[config.mk]
export PLATFORM = sky130hd
export DESIGN_NAME = pattern_detector
export DESIGN_NICKNAME = d
export VERILOG_FILES = /design/src/rtl/pattern_detector_pkg.sv /design/src/rtl/pattern_detector_sat_counter.sv /design/src/rtl/pattern_detector.sv
export SDC_FILE = /design/constraint.sdc
export NUM_CORES = 1
export LEC_CHECK = 0
export BUFFER_PORTS_ARGS = -buffer_cell sky130_fd_sc_hd__buf_2
export CAP_MARGIN = 40
export CORE_AREA = 2 2 69 84
export DETAILED_ROUTE_END_ITERATION = 10
export DIE_AREA = 0 0 71 86
export GPL_TIMING_DRIVEN = 0
export MAX_ROUTING_LAYER = met4
export PLACE_DENSITY = 0.41
export SYNTH_ARGS = -nofsm -noshare
export SYNTH_HDL_FRONTEND = slang
export SYNTH_SLANG_ARGS = --single-unit
[constraint.sdc]
create_clock -name Clock -period 2.8 [get_ports Clock]
set_clock_uncertainty 0.1 [all_clocks]
set_input_delay 0.14 -clock Clock [delete_from_list [all_inputs] [get_ports Clock]]
set_output_delay 0.14 -clock Clock [all_outputs]
set_load 0.05 [all_outputs]
[src/rtl/pattern_detector_pkg.sv]
// -----------------------------------------------------------------------------
// pattern_detector_pkg
// Shared types for the serial pattern detector.
//   state_t  : FSM state encoding, also exported on CurState
//   id_width : width of the MatchId port for a given pattern count
// -----------------------------------------------------------------------------
package pattern_detector_pkg;

    // 2'd3 is intentionally not a member; the FSM recovers from it to ST_FILL.
    typedef enum logic [1:0] {
        ST_FILL   = 2'd0,  // fewer than LEN valid history bits
        ST_SEARCH = 2'd1,  // history full, last bit did not complete a match
        ST_MATCH  = 2'd2   // last consumed bit completed a match
    } state_t;

    // A single pattern still needs a one-bit index port.
    function automatic int id_width(input int npat);
        return (npat > 1) ? $clog2(npat) : 1;
    endfunction

endpackage

[src/rtl/pattern_detector_sat_counter.sv]
// -----------------------------------------------------------------------------
// sat_counter
// Saturating up-counter with synchronous clear.
//   Clock  : rising-edge clock
//   Reset  : synchronous active-high reset (count -> 0)
//   clr    : synchronous clear, has priority over inc
//   inc    : increment by one, holds at all-ones
//   count  : current value
// -----------------------------------------------------------------------------
module sat_counter #(
    parameter int CW = 8
) (
    input  logic          Clock,
    input  logic          Reset,
    input  logic          inc,
    input  logic          clr,
    output logic [CW-1:0] count
);

    logic [CW-1:0] count_reg;

    always_ff @(posedge Clock) begin
        if (Reset || clr) begin
            count_reg <= '0;
        end else if (inc && (count_reg != {CW{1'b1}})) begin
            count_reg <= count_reg + CW'(1);
        end
    end

    assign count = count_reg;

endmodule

[src/rtl/pattern_detector.sv]
// -----------------------------------------------------------------------------
// pattern_detector
// Serial multi-pattern detector. Bits arrive MSB-first on w when Valid is high
// and are shifted into a LEN-bit history. Once LEN bits have been collected,
// the history is compared against NPAT programmable patterns; a hit produces a
// one-cycle Moore pulse on z (latency 1), records the lowest matching pattern
// index and bumps a saturating hit counter.
//   Clock    : rising-edge clock
//   Reset    : synchronous active-high reset, highest priority
//   Load     : capture PatIn, clear history/fill/Hits, force FILL (beats Valid)
//   PatIn    : pattern i at [i*LEN +: LEN], MSB received first
//   Overlap  : 1 = keep history after a match, 0 = restart fill after a match
//   Valid    : qualifies w
//   w        : serial data bit
//   z        : high while in MATCH
//   MatchId  : index of the last matched pattern
//   Hits     : saturating match count
//   CurState : encoded FSM state
// -----------------------------------------------------------------------------
module pattern_detector
    import pattern_detector_pkg::*;
#(
    parameter int LEN  = 4,
    parameter int NPAT = 2,
    parameter int CW   = 8
) (
    input  logic                      Clock,
    input  logic                      Reset,
    input  logic                      Load,
    input  logic [NPAT*LEN-1:0]       PatIn,
    input  logic                      Overlap,
    input  logic                      Valid,
    input  logic                      w,
    output logic                      z,
    output logic [id_width(NPAT)-1:0] MatchId,
    output logic [CW-1:0]             Hits,
    output logic [1:0]                CurState
);

    localparam int              MW   = id_width(NPAT);
    localparam int              FW   = $clog2(LEN + 1);
    localparam logic [FW-1:0]   FULL = FW'(LEN);

    // Registered state
    logic [LEN-1:0] pat_reg [NPAT];
    logic [LEN-1:0] hist_reg,     hist_next;
    logic [FW-1:0]  fill_reg,     fill_next;
    state_t         state_reg,    state_next;
    logic [MW-1:0]  match_id_reg, match_id_next;

    // Combinational match path
    logic [LEN-1:0]  hist_shift;
    logic [FW-1:0]   fill_inc;
    logic [NPAT-1:0] hit;
    logic [MW-1:0]   win_id;
    logic            consume;
    logic            match;

    assign consume    = Valid && !Load;
    assign hist_shift = {hist_reg[LEN-2:0], w};
    assign fill_inc   = (fill_reg == FULL) ? FULL : fill_reg + FW'(1);

    // Compare the post-shift history with every pattern in parallel.
    generate
        for (genvar gi = 0; gi < NPAT; gi++) begin : g_cmp
            assign hit[gi] = (hist_shift == pat_reg[gi]);
        end
    endgenerate

    // Lowest index wins: scan downward so the last assignment is the lowest hit.
    always_comb begin
        win_id = '0;
        for (int i = NPAT - 1; i >= 0; i--) begin
            if (hit[i]) begin
                win_id = MW'(i);
            end
        end
    end

    assign match = consume && (fill_inc == FULL) && (|hit);

    // Next-state and datapath update
    always_comb begin
        hist_next     = hist_reg;
        fill_next     = fill_reg;
        state_next    = state_reg;
        match_id_next = match_id_reg;

        if (Load) begin
            hist_next  = '0;
            fill_next  = '0;
            state_next = ST_FILL;
        end else if (Valid) begin
            hist_next = hist_shift;
            if (match) begin
                // Non-overlapping mode restarts collection so no bit is reused;
                // the stale history is harmless because fill must refill first.
                fill_next     = Overlap ? fill_inc : '0;
                state_next    = ST_MATCH;
                match_id_next = win_id;
            end else begin
                fill_next  = fill_inc;
                state_next = (fill_inc < FULL) ? ST_FILL : ST_SEARCH;
            end
        end else begin
            // Idle cycle: only leave MATCH so z stays a single-cycle pulse.
            case (state_reg)
                ST_FILL:   state_next = ST_FILL;
                ST_SEARCH: state_next = ST_SEARCH;
                ST_MATCH:  state_next = Overlap ? ST_SEARCH : ST_FILL;
                default:   state_next = ST_FILL;
            endcase
        end

        // The unused encoding always falls back to FILL.
        if ((state_reg != ST_FILL) && (state_reg != ST_SEARCH) &&
            (state_reg != ST_MATCH) && !match) begin
            state_next = ST_FILL;
        end
    end

    always_ff @(posedge Clock) begin
        if (Reset) begin
            hist_reg     <= '0;
            fill_reg     <= '0;
            state_reg    <= ST_FILL;
            match_id_reg <= '0;
            for (int i = 0; i < NPAT; i++) begin
                pat_reg[i] <= '0;
            end
        end else begin
            hist_reg     <= hist_next;
            fill_reg     <= fill_next;
            state_reg    <= state_next;
            match_id_reg <= match_id_next;
            if (Load) begin
                for (int i = 0; i < NPAT; i++) begin
                    pat_reg[i] <= PatIn[i*LEN +: LEN];
                end
            end
        end
    end

    sat_counter #(
        .CW (CW)
    ) u_hits (
        .Clock (Clock),
        .Reset (Reset),
        .inc   (match),
        .clr   (Load),
        .count (Hits)
    );

    assign z        = (state_reg == ST_MATCH);
    assign MatchId  = match_id_reg;
    assign CurState = state_reg;

endmodule

### After elaboration in Yosys (flattened, before gate mapping)

Memory sizes are Yosys's and may differ from the RTL's.
Cells that the tools add are included.

* equality and inequality tests: 9
* bitwise logic cells: 3
* reduce and logical (&&, ||, !) cells: 15
* order comparisons: 1
* mux-type cells: 17
* $add $sub $neg: 2

Operators with widths (count)
* two-way mux 1 bit: 9
* two-way mux 3 bit: 3
* adder 8 x 1 -> 8 bit (second input constant): 1
* == test 4 bit: 2
* two-way mux 4 bit: 2
* inequality test 8 bit (second input constant): 1
* logical AND 1 bit: 7
* == test 3 bit (second input constant): 2
* two-way mux 2 bit: 2
* OR reduction 2 bit: 2
* adder 3 x 1 -> 3 bit (second input constant): 1
* less-than comparator 3 bit (second input constant): 1
* AND reduction 3 bit: 1
* OR reduction 3 bit: 1
* == test 2 x 1 -> 1 bit (second input constant): 1
* == test 2 bit (second input constant): 1
* zero test 1 bit: 2
* inequality test 2 x 1 -> 1 bit (second input constant): 1
* inequality test 2 bit (second input constant): 1
* bitwise OR 1 bit: 2
* one-hot mux 1 bit (2 select lines): 1
* nonzero test 2 bit: 1
* logical OR 1 bit: 1
* inverter 1 bit: 1

* output and inout bits: 12
* RAM bits: 8
* memories kept: 1
* logic and storage cells: 53
* flip-flop bits (word level): 17

Memories
* pat_reg: depth 2, width 4, read ports 2, clocked after memory_dff 0, wr ports 2, RTL line pattern_detector.sv:45 `logic [LEN-1:0] pat_reg [NPAT];`

### Longest topological paths before layout

Gate-level depths: netlist (run 1).

* word-level depth: 8
* mapped depth: 8

### Hierarchy

A second synthesis (run 1) with hierarchy kept.

* cells, all modules: 130
* area, all modules: 1311.3 µm²

Modules (own cells, without submodules)
* pattern_detector: cells each 82, area each 889.6 µm², times used 1
* sat_counter: cells each 48, area each 421.7 µm², times used 1

### Worst setup path before layout (run 1)

OpenSTA, ideal clock, no wires.

* path kind: flip-flop to flip-flop
* start point: register state_reg[1] (netlist: CurState[1])
* end point: register state_reg[0] (netlist: CurState[0])
* setup slack: 0.973 ns
* cell stages (with the launch flop): 6
* path buffers: 0
* data arrival time: 1.646 ns
* path through: dfxtp_1 > ha_1 > a21oi_1 > nor3_1 > a21oi_1 > nor3_1

RTL lines
* start, declared: RTL line pattern_detector.sv:48 `state_t state_reg, state_next;`
* start signal, assigned: RTL line pattern_detector.sv:134 `state_reg <= state_next;`
* == test 2 bit
* named net z: RTL line pattern_detector.sv:34 `output logic z,`
* one-hot mux 1 bit (2 select lines): RTL line pattern_detector.sv:107 `case (state_reg)`
* two-way mux 2 bit: RTL line pattern_detector.sv:93 `end else if (Valid) begin`

The timed path passes the listed nets, and every way through them passes these cells.
A chain may end at the register's enable or synchronous reset.

==> impl_metrics.csv, run 1 <==
group,metric,value,unit
outcome,outcome,"completed",
floorplanning,core-area,0.00526,sq mm
critical_path,cp-start-kind,"register",
final_layout,antennaDiodeCount,0,
timing,tightest_slew,541,ps
clock_tree,clock_latency,270,ps
synth,syn_inst,126,
synth,yosys_register_bits,25,
detailed_routing,drt_iter0_drc,27,
clock_tree,cts.sinks,25,
timing,hold_viol,0,
synth,synthesis.nets,146,
synth,yosys_warnings,0,
power,swShare,0.231,
global_routing,grt_overflow,0,
global_routing,antenna_found_initial,0,
clock_tree,cts_resized,0,
detailed_routing,first_pass_iters,4,
floorplanning,dieArea,0.00611,sq mm
min_path,hold_path_end,"pat_reg[0][2]$_SDFFCE_PN0P_",
detailed_routing,routed_wirelength,2720,microns
final_layout,area_delta_synth_final,20.6,%
synth,syn_avg_cell_area,10.2,sq um
clock_tree,hold_buffers,1,
synth,yosys.cell_count.top_type,"dfxtp_1",
power,p_sw,0.000153,W
place,gp_routability_congestion,0.757,
clock_tree,tritoncts,"done",
detailed_routing,post_drt_wl_per_cell,12.5,microns
detailed_routing,drt-vias-per-instance,4.56,
clock_tree,clock_path_buffers,2,
critical_path,cp_max_fo,10,
synth,yosys-top-cells-area,"dfxtp_1, edfxtp_1, ha_1",
detailed_routing,vias,995,
timing,rsz0062_at_grt,"no",
synth,yosysTopAreaCell,"dfxtp_1",
critical_path,critPathArrivalTime,2070,ps
synth,synthTopCellsByCount,"dfxtp_1, a21oi_1, and2_1",
clock_tree,h-tree-depth,1,
min_path,worstHoldStart,"PatIn[2]",
clock_tree,root_buffer,"clkbuf_8",
global_routing,grt_max_degree,15,
critical_path,crit-reg2reg-launch,"pat_reg[0][0]$_SDFFCE_PN0P_",
synth,synth_edf_count,8,
floorplanning,start_util,0.245,
floorplanning,ios,26,
synth,synthFlopType,"dfxtp_1",
final_layout,drive_gt1_frac,0.263,
synth,netlist.area_leader.share,0.264,
final_layout,regArea,581,sq um
timing,slew_headroom,0.637,
power,seq_power_share,0.590,
critical_path,endpoint_kind,"register",
timing,setup_tns,0,ps
floorplanning,std_cell_rows,29,
timing,slew_violations,0,
min_path,whs_path_depth,2,
power,p_clk_frac,0.326,
critical_path,worst-setup-path-type,"reg2reg",
floorplanning,die_w,71,microns
final_layout,n_fill_cell,542,
synth,yosysSeqAreaShare,0.451,
final_layout,multi_input_area,661,sq um
synth,async_flop_share,0,
critical_path,timing.rr.end,"u_hits.count[2]$_SDFFE_PP0P_",
global_routing,grt_first_pass_wirelength,4480,microns
power,power_density,427,mW/mm^2
critical_path,reg2reg_depth,6,
clock_tree,cts_setup_buffers,0,
clock_tree,numCtsBuffers,3,
place,pre_cts_slack,811,ps
timing,finalSetupViolations,0,
timing,finalCritPeriodShare,0.723,
synth,ys_types,38,
final_layout,nNetsFinal,177,
timing,period_needed,2020,ps
power,p_comb_frac,0.084,
global_routing,first_global_vias,997,
min_path,holdCritPathClass,"in2reg",
clock_tree,clk_pin_slew_worst_paths,90,ps
run,drv_cap,0,
detailed_routing,antenna_left,0,
power,vdd_drop_max,0.139,mV
place,post-dp-hpwl,2040,microns
place,portBuffers,24,
detailed_routing,drc_errors,0,
timing,max_freq,494,MHz
power,p_int,0.000510,W
global_routing,track_usage,0.0964,
floorplanning,chipHeight,86,microns
critical_path,worstPathRequired,2840,ps
timing,setup_ws,775,ps
synth,netlist_area,0.00129,sq mm
power,p_leak,0.683,nW
critical_path,reg2reg_slack,780,ps
## kinds of logic (layout without fill, tap and decap cells)
| logic type | after synthesis | after routing | share of synthesized area |
|---|---|---|---|
| adders and majority gates | 6 | 6 | 0.0583 |
| xor gates and xnor gates | 8 | 8 | 0.0603 |
| buffers and inverters | 11 | 41 | 0.0360 |
| DFF | 25 | 25 | 0.451 |
| muxes | 6 | 6 | 0.0476 |
| AOI/OAI and AO/OA | 25 | 25 | 0.129 |
| and+or+nand+nor | 45 | 45 | 0.218 |
## metrics by stage
stage | std cells | util | hold slack (ps) | power (W) | area (sq um)
floorplan | 126 | - | 113 | 0.000434 | 1290
global placement | 212 | 0.282 | 225 | 0.000453 | 1490
detailed placement | 213 | 0.284 | 236 | 0.000455 | 1500
CTS | 218 | 0.295 | 33.2 | 0.000676 | 1550
global route | 218 | 0.295 | 31.1 | 0.000699 | 1550
finish | 218 | 0.295 | 37.6 | 0.000663 | 1550
## placed cells by master, fill, tap and decap left out, types with 3 or more instances in the layout
master,n
a211oi_1,3
a21oi_1,12
and2_1,10
and4_1,3
buf_2,25
clkbuf_8,3
dfxtp_1,17
edfxtp_1,8
ha_1,6
inv_1,7
mux2i_1,5
nand3_1,4
nor2_1,9
nor3_1,4
nor3_2,3
o21ai_0,3
xor2_1,7
## final cells by class
class                           count  area share
Buffer                              4      0.0129
Clock buffer                        3      0.0266
Clock inverter                      1     0.00322
Inverter                            7      0.0169
Multi-Input combinational cell     90       0.425
Sequential cell                    25       0.374
Tap cell                           62      0.0500
Timing Repair Buffer               26      0.0911
## power groups by stage
stage	sequential [W]	combinational (W)	clock, W
floorplan	0.000399	0.0000352	0
global placement	0.000400	0.0000529	0
detailed placement	0.000400	0.0000554	0
CTS	0.000392	0.0000567	0.000227
global route	0.000393	0.0000631	0.000243
finish	0.000391	0.0000557	0.000216
## per-layer routing
metal,wire [microns],global-route usage,up-vias
met2,1420,0.171,17
li1,-,-,510
met1,1190,0.103,466
met3,69,0.0141,2
met5,0,-,-
met4,40,0.0515,0
## how the worst max path moves through the flow
stage,startpoint,end,slack [ps],cells past startpoint
after floorplan,CurState[1]$_SDFF_PP0_,CurState[0]$_SDFF_PP0_,970,5
after global placement,pat_reg[0][0]$_SDFFCE_PN0P_,u_hits.count[2]$_SDFFE_PP0P_,800,6
after detailed placement,pat_reg[0][0]$_SDFFCE_PN0P_,u_hits.count[2]$_SDFFE_PP0P_,810,6
after CTS,pat_reg[0][0]$_SDFFCE_PN0P_,u_hits.count[2]$_SDFFE_PP0P_,790,6
after global routing,pat_reg[0][0]$_SDFFCE_PN0P_,u_hits.count[2]$_SDFFE_PP0P_,630,6
final,pat_reg[0][0]$_SDFFCE_PN0P_,u_hits.count[2]$_SDFFE_PP0P_,780,6
## worst max-delay path, stage by stage, from the launching register on
cell	delay, ps
edfxtp_1	410
xor2_2	160
nor4_2	510
o211a_1	280
buf_4	180
and4_1	220
nor3_2	40
Note: power is estimated with default switching activity, not from simulation.
==> inputs of run 2 (changes only) <==
--- a/config.mk
+++ b/config.mk
@@ -12,7 +12,7 @@
 export DIE_AREA = 0 0 71 86
 export GPL_TIMING_DRIVEN = 0
 export MAX_ROUTING_LAYER = met4
-export PLACE_DENSITY = 0.41
+export PLACE_DENSITY = 0.42
 export SYNTH_ARGS = -nofsm -noshare
 export SYNTH_HDL_FRONTEND = slang
 export SYNTH_SLANG_ARGS = --single-unit
==> constraint.sdc (replaced) <==
create_clock -name Clock -period 1.85 [get_ports Clock]
set_clock_uncertainty 0.1 [all_clocks]
set_input_delay 0.0925 -clock Clock [delete_from_list [all_inputs] [get_ports Clock]]
set_output_delay 0.0925 -clock Clock [all_outputs]
set_load 0.05 [all_outputs]
==> impl_metrics.csv, run 2 (same netlist as run 1, synthesis figures left out) <==
group,metric,value,unit
detailed_routing,antenna_left,0,
timing,setup_tns,0,ps
run,drv_cap,0,
global_routing,grt_overflow,0,
timing,setup_ws,4.18,ps
timing,period_needed,1850,ps
timing,finalSetupViolations,0,
clock_tree,clk_pin_slew_worst_paths,90,ps
timing,slew_headroom,0.679,
final_layout,antennaDiodeCount,0,
power,power,0.00102,W
timing,max_freq,542,MHz
detailed_routing,drt_iter0_drc,22,
place,gp_routability_congestion,0.757,
critical_path,worstPathCellList,"xor2_2 > nor4_4 > o211a_1 > nand3_1 > mux2_1",
power,p_leak,0.721,nW
floorplanning,dieArea,0.00611,sq mm
final_layout,n_fill_cell,543,
critical_path,endpoint_kind,"register",
power,power_density,611,mW/mm^2
floorplanning,start_util,0.245,
power,vdd_drop_max,0.236,mV
critical_path,worst-setup-path-type,"reg2reg",
clock_tree,root_buffer,"clkbuf_8",
final_layout,layout_common_cells,"buf_2, dfxtp_1, a21oi_1, and2_1, nor2_1",
timing,hold_viol,0,
timing,tightest_slew,480,ps
clock_tree,cts.sinks,25,
clock_tree,numCtsBuffers,3,
final_layout,area_delta_synth_final,29.8,%
place,dpl_cell_area,0.00150,sq mm
final_layout,drive_gt1_frac,0.276,
final_layout,fin_area,0.00167,sq mm
place,post-dp-hpwl,2070,microns
global_routing,first_global_vias,1018,
floorplanning,die_w,71,microns
global_routing,grt_max_degree,15,
detailed_routing,drc_errors,0,
min_path,holdCritPathClass,"in2reg",
place,pre_cts_slack,-117,ps
detailed_routing,drt-vias-per-instance,4.59,
floorplanning,std_cell_rows,29,
timing,whs,11.5,ps
global_routing,track_usage,0.0963,
detailed_routing,routed_wirelength,2760,microns
final_layout,final_common_cell,"buf_2",
final_layout,regArea,582,sq um
global_routing,grt_first_pass_wirelength,4530,microns
timing,finalCritPeriodShare,0.998,
critical_path,crit_buf_inv,0,
floorplanning,core-area,0.00526,sq mm
clock_tree,h-tree-depth,1,
floorplanning,chipHeight,86,microns
critical_path,slowest_stage,"edfxtp_1",
detailed_routing,post_drt_wl_per_cell,12.3,microns
critical_path,critPathArrivalTime,1900,ps
place,portBuffers,24,
global_routing,antenna_found_initial,0,
clock_tree,clock_latency,260,ps
clock_tree,tritoncts,"done",
timing,slew_violations,0,
detailed_routing,first_pass_iters,4,
critical_path,cp_max_fo,4,
critical_path,crit_family,"simple AND/OR/NAND/NOR gates",
final_layout,nNetsFinal,184,
critical_path,worstPathRequired,1910,ps
timing,rsz0062_at_grt,"yes",
clock_tree,clock_path_buffers,2,
critical_path,slowest_delay,420,ps
final_layout,multi_input_area,701,sq um
detailed_routing,vias,1033,
outcome,outcome,"completed",
critical_path,cp-start-kind,"register",
floorplanning,ios,26,
==> run 2: cell types whose count changed in the layout (fill, tap and decap cells not counted), moves of 2 or more <==
cell           previous run  this run
dlygate4sd3_1             1         8
nor4_4                    0         2
nor4_2                    2         0
a21oi_1                  12        10
a21oi_2                   0         2
==> run 2: final cells by class <==
type / count / share of cell area
inverters: 7 / 0.0157
clock inverters: 1 / 0.00299
repair buffers: 34 / 0.131
flip-flops and latches: 25 / 0.348
plain buffers: 3 / 0.0120
clock buffers: 3 / 0.0247
well taps: 62 / 0.0464
multi-input cells: 90 / 0.419
==> run 2: what timing repair did <==
action	4_1_cts	5_1_grt
endpoints found under the setup margin	8	16
pin swaps	2	3
gates resized for setup	5	4
gates cloned	0	0
hold buffers	7	1
buffers inserted	0	1
endpoints found under the hold margin	7	1
==> run 2: worst paths after layout <==
path                                                   from                      endpoint  slack (ps)  cells after the start
worst max-delay path            pat_reg[0][0]$_SDFFCE_PN0P_  u_hits.count[3]$_SDFFE_PP0P_           4                      5
worst min-delay path                               PatIn[3]   pat_reg[0][3]$_SDFFCE_PN0P_          10                      2
worst max register to register  pat_reg[0][0]$_SDFFCE_PN0P_  u_hits.count[3]$_SDFFE_PP0P_           4                      5
worst min register to register         MatchId$_SDFFE_PP0P_          MatchId$_SDFFE_PP0P_         440                      2
==> run 2: through the flow <==
step | cells | utilization
after floorplan | 126 | -
after global placement | 212 | 0.282
after detailed placement | 213 | 0.284
after CTS | 224 | 0.312
after global routing | 225 | 0.318
final | 225 | 0.318
==> run 2: metal layers <==
metal | vias to the layer above | global-route usage | wire length (microns)
met5 | - | - | 0
met4 | 0 | 0.0412 | 40
met2 | 12 | 0.174 | 1410
met1 | 495 | 0.104 | 1250
li1 | 524 | - | -
met3 | 2 | 0.0141 | 64
==> run 2: report_power, final <==
| group | total [W] | internal [W] | switching (W) |
|---|---|---|---|
| logic | 0.000108 | 0.0000515 | 0.0000565 |
| registers | 0.000593 | 0.000583 | 0.00000957 |
| clock network | 0.000321 | 0.000150 | 0.000171 |
